<file path="config.mk">
export PLATFORM = sky130hd
export DESIGN_NAME = multdiv_ctrl
export DESIGN_NICKNAME = d
export VERILOG_FILES = /design/src/rtl/multdiv_ctrl.sv
export SDC_FILE = /design/constraint.sdc
export NUM_CORES = 1
export LEC_CHECK = 0
export ABC_AREA = 1
export CAP_MARGIN = 5
export CORE_UTILIZATION = 30
export CTS_BUF_LIST = sky130_fd_sc_hd__clkbuf_4 sky130_fd_sc_hd__clkbuf_8
export CTS_CLUSTER_DIAMETER = 200
export DETAILED_ROUTE_END_ITERATION = 10
export PLACE_DENSITY = 0.64
export SETUP_SLACK_MARGIN = 0.3
export SYNTH_ARGS = -nofsm -noshare
export SYNTH_HDL_FRONTEND = slang
export SYNTH_SLANG_ARGS = --single-unit
</file>
<file path="constraint.sdc">
create_clock -name clk -period 1.45 [get_ports clk]
set_input_delay 0.29 -clock clk [delete_from_list [all_inputs] [get_ports clk]]
set_output_delay 0.29 -clock clk [all_outputs]
set_load 0.05 [all_outputs]
</file>
<file path="src/rtl/multdiv_ctrl.sv">
// multdiv_ctrl: sequencing controller for the iterative multiply/divide datapath.
// It turns a one-cycle multiply or divide start pulse into the load, step and
// correction enables, counts the iterations and flags completion and
// divide-by-zero. It performs no arithmetic of its own.
//
// Ports
//   clk            rising-edge clock
//   clr            asynchronous active-high reset
//   ctrl_mult      start multiply (wins over ctrl_div when both are high)
//   ctrl_div       start divide
//   divisor_zero   datapath flag, divisor register is zero (used in LOAD only)
//   dp_load        load operand/product registers
//   dp_step        perform one datapath iteration
//   dp_fix         divide correction/sign-fix cycle
//   dp_is_div      datapath mode select, 1 = divide (LOAD through DONE)
//   busy           operation in progress (LOAD, STEP, FIX)
//   data_ready     one-cycle completion pulse
//   data_exception divide-by-zero, qualified by data_ready
//   count          iterations completed in the current operation
module multdiv_ctrl #(
    parameter int unsigned ITER  = 32,
    parameter int unsigned CNT_W = 6
) (
    input  logic             clk,
    input  logic             clr,
    input  logic             ctrl_mult,
    input  logic             ctrl_div,
    input  logic             divisor_zero,
    output logic             dp_load,
    output logic             dp_step,
    output logic             dp_fix,
    output logic             dp_is_div,
    output logic             busy,
    output logic             data_ready,
    output logic             data_exception,
    output logic [CNT_W-1:0] count
);

    typedef enum logic [2:0] {
        S_IDLE = 3'd0,
        S_LOAD = 3'd1,
        S_STEP = 3'd2,
        S_FIX  = 3'd3,
        S_DONE = 3'd4
    } state_t;

    localparam logic [CNT_W-1:0] CNT_LAST = CNT_W'(ITER - 1);
    localparam logic [CNT_W-1:0] CNT_FULL = CNT_W'(ITER);

    state_t           state;
    state_t           nxt;
    logic [CNT_W-1:0] count_q;
    logic [CNT_W-1:0] count_d;
    logic             is_div_q;
    logic             exc_q;
    logic             start;

    // Any start pulse aborts whatever is in flight and re-enters LOAD.
    assign start = ctrl_mult | ctrl_div;

    // State register
    always_ff @(posedge clk or posedge clr) begin
        if (clr) begin
            state <= S_IDLE;
        end else begin
            state <= nxt;
        end
    end

    // Next-state logic
    always_comb begin
        nxt = state;
        case (state)
            S_IDLE: begin
                if (start) nxt = S_LOAD;
            end
            S_LOAD: begin
                if (start)                         nxt = S_LOAD;
                else if (is_div_q && divisor_zero) nxt = S_DONE;
                else                               nxt = S_STEP;
            end
            S_STEP: begin
                if (start)                    nxt = S_LOAD;
                else if (count_q == CNT_LAST) nxt = is_div_q ? S_FIX : S_DONE;
            end
            S_FIX: begin
                nxt = start ? S_LOAD : S_DONE;
            end
            S_DONE: begin
                nxt = start ? S_LOAD : S_IDLE;
            end
            default: nxt = S_IDLE;
        endcase
    end

    // Output decode: pure function of registered state and flags
    always_comb begin
        dp_load        = 1'b0;
        dp_step        = 1'b0;
        dp_fix         = 1'b0;
        dp_is_div      = 1'b0;
        busy           = 1'b0;
        data_ready     = 1'b0;
        data_exception = 1'b0;
        case (state)
            S_LOAD: begin
                dp_load   = 1'b1;
                dp_is_div = is_div_q;
                busy      = 1'b1;
            end
            S_STEP: begin
                dp_step   = 1'b1;
                dp_is_div = is_div_q;
                busy      = 1'b1;
            end
            S_FIX: begin
                dp_fix    = 1'b1;
                dp_is_div = is_div_q;
                busy      = 1'b1;
            end
            S_DONE: begin
                dp_is_div      = is_div_q;
                data_ready     = 1'b1;
                data_exception = exc_q;
            end
            default: ;
        endcase
    end

    // Iteration counter: cleared on entry to LOAD or IDLE, counts only on
    // non-aborted STEP edges and saturates at ITER.
    always_comb begin
        count_d = count_q;
        if (nxt == S_LOAD || nxt == S_IDLE) begin
            count_d = '0;
        end else if (state == S_STEP && count_q != CNT_FULL) begin
            count_d = count_q + CNT_W'(1);
        end
    end

    always_ff @(posedge clk or posedge clr) begin
        if (clr) begin
            count_q <= '0;
        end else begin
            count_q <= count_d;
        end
    end

    // Mode and exception flags; multiply wins a simultaneous start.
    always_ff @(posedge clk or posedge clr) begin
        if (clr) begin
            is_div_q <= 1'b0;
            exc_q    <= 1'b0;
        end else if (start) begin
            is_div_q <= ctrl_div & ~ctrl_mult;
            exc_q    <= 1'b0;
        end else if (state == S_LOAD) begin
            exc_q    <= is_div_q & divisor_zero;
        end
    end

    assign count = count_q;

endmodule

</file>
==> results of run 1 <==
==> cell type report <==
type / instances / area, µm²
Fill cell: 196 / 795
Timing Repair Buffer: 42 / 523
Multi-Input combinational cell: 72 / 503
Sequential cell: 11 / 287
Inverter: 20 / 82.6
Tap cell: 28 / 35.0
Clock buffer: 4 / 30.0
==> flip-flops by register name (all words and copies together) (netlist names) <==
name / cells
exc_q: 1
count: 6
is_div_q: 1
state: 3
==> layout by cell type (no fill, tap or decap), drive strengths merged, types with 2 or more instances in the layout <==
cell and instances:
nand3 11, clkdlybuf4s50 4, dfrtp 11, nand4 5, nor2 18, ha 2, buf 38, nor3 2
nand2 27, a21oi 5, clkbuf 4, inv 19
==> how the worst max path moves through the flow <==
stage | slack (ps) | end | cells after the start | from
after global placement | 30 | count[3]$_DFFE_PP0P_ | 7 | divisor_zero
after global routing | -170 | dp_is_div | 6 | state[1]$_DFF_PP0_
final | -130 | dp_is_div | 6 | state[1]$_DFF_PP0_
after detailed placement | 20 | count[1]$_DFFE_PP0P_ | 6 | ctrl_mult
after CTS | -130 | dp_is_div | 6 | state[0]$_DFF_PP0_
after floorplan | -40 | dp_is_div | 5 | state[1]$_DFF_PP0_
==> metrics by stage <==
stage,hold slack [ps],worst slack [ps],instances
floorplan,142,-41.6,104
global placement,523,31.7,150
detailed placement,540,19.3,150
CTS,329,-135,167
global route,370,-173,177
finish,310,-135,177
==> routing by layer <==
layer  GRT usage, %  vias up  part of all wire [%]
met1           20.3      399                    37
met3           2.92        6                   4.1
met2           34.6       30                    57
met5              0        -                     0
li1               -      413                     -
met4           8.56        0                   2.4
==> what timing repair did <==
action	in CTS	in global routing
gates resized for setup	17	12
pin swaps	6	7
endpoints found under the setup margin	22	23
setup buffers	13	10
hold buffers	0	0
==> cell families (layout without fill, tap and decap cells) <==
family,Yosys count,count (layout)
and+or+nand+nor,64,64
buffers and inverters,21,66
DFF,11,11
AOI/OAI and AO/OA,6,6
adders and majority gates,2,2
==> power by group through the flow <==
| stage | logic, W | registers (W) | clock network, W |
|---|---|---|---|
| after CTS | 0.000232 | 0.000326 | 0.000225 |
| after global placement | 0.000192 | 0.000335 | 0 |
| final | 0.000257 | 0.000326 | 0.000223 |
| after detailed placement | 0.000196 | 0.000335 | 0 |
| after floorplan | 0.000113 | 0.000333 | 0 |
| after global routing | 0.000272 | 0.000327 | 0.000232 |
==> results.ini, run 1 <==
[layout]
nets = 157
utilization_pct = 64.8
diodes = 0
syn_to_final_growth_pct = 98.1
drive_gt1_share_pct = 55.7
stdcell_area_um2 = 1460

[timing]
fin_ws_ps = -135
max_freq_mhz = 631
relSlewSlack_pct = 72.7
setup_viol = 6
period_needed_ps = 1580
hold_viol = 0
report.final.slew_viol_count = 0
rsz0062_at_grt = true
clock_skew_ps = 8.92
worst_pin_slew_ps = 408
finalSetupTns_ps = -615
post-route-period-util_pct = 109

[worst_setup_path]
crit_buf_inv = 2
r2r-end = count[1]$_DFFE_PP0P_
arrival_ps = 1290
r2r_cells = 8
cpPeakStageDelay_ps = 430
r2r_start = state[2]$_DFF_PP0_
cp_common_cell = nor2_4
endpoint_kind = output pin
cp-start-kind = flop
cp_top_family = flip-flops
critical_path_class = reg -> out
cp.required_ps = 1160
crit_chain = nor2_4, nand2_4, clkinv_4, nor2_4, nor2_4, buf_12
r2r_setup_slack_ps = 20
critPathSlowestCell = dfrtp_2
worst-path-max-fanout = 3

[synthesis]
yosysSeqAreaShare_pct = 37.4
avgSynthCellArea_um2 = 7.09
ys_warn_count = 0
synth_top_family_by_area = simple AND/OR/NAND/NOR gates
async_flop_share_pct = 100
synth-edff-count = 0
yosysTopAreaCell = dfrtp_1
synth_most_common_cell = nand2_1
synth_seq_cells = 11
synth_compound_area_share_pct = 4.75
synth-main-ff-cell = dfrtp_1
synth-xor-area-share_pct = 0
ys_types = 17
syn_inst = 104
ys_top_cells_by_area = dfrtp_1 (37%), nand2_1 (11%), nor2_1 (8.7%)
synth-simple-area-share_pct = 42.8
synthesis.nets = 111
synth_top_cells_by_count = nand2_1 (21), nor2_1 (17), inv_1 (16)
yosys.area_share.adder_pct = 3.40
netlist_area_um2 = 737
synth_top_area_share_pct = 37.4
muxShareOfSynthArea_pct = 0

[clocking]
h-tree-depth = 1
clkTransAtPathRegs_ps = 70
cts-buffers-inserted = 3
clockBufferDepth = 2
cts-root-buf = clkbuf_4
cts_tree = built
clock_latency_ps = 260
cts.sinks = 11

[place]
io_buffer_count = 17
dp_hpwl_um = 1400
placed_area_um2 = 1150
globalplace.congestion = 0.849

[pwr]
ir_worst_vdd_uv = 301
p_seq_share_pct = 40.4
leakagePower_nw = 0.679
power_density_nw_per_um2 = 552
pwr-share-clk_pct = 27.6
totalPowerFinal_w = 0.000805
power.switching_w = 0.000242
pwr-share-comb_pct = 31.9
p_sw_share_pct = 30.1
internal-power_w = 0.000563

[outcome]
status = finished, violations left
violations = negative setup slack

[die]
die_h_um = 51.6
dieArea_um2 = 2660
io_pins = 18
coreArea_um2 = 2250
fp.dieW_um = 51.6
start_util_pct = 32.7
row_count = 17

[grt]
grt_pass1_wl_um = 3610
grt.total_usage_pct = 18.6
grt_max_degree = 14
overflow = 0
antenna_found_initial = 0
grt_pass1_vias = 810

[drt]
routed_via_density = 4.79
drtIter0Drc = 13
wl_per_cell_um = 12.9
first_pass_iters = 4
ant_nets = 0
drt-total-wl_um = 2280
route.detailed.drc = 0
num_vias = 848

[flow_run]
maxCapViolCount = 0

[hold_path]
min-delay-path-class = in -> async

No activity file was read; power rests on OpenSTA's default activity.
==> inputs of run 2 (changes only) <==
Settings changed: HOLD_SLACK_MARGIN set to 0.06.
==> results of run 2 <==
Final layout, timing and power as in run 1 (identical DEF).
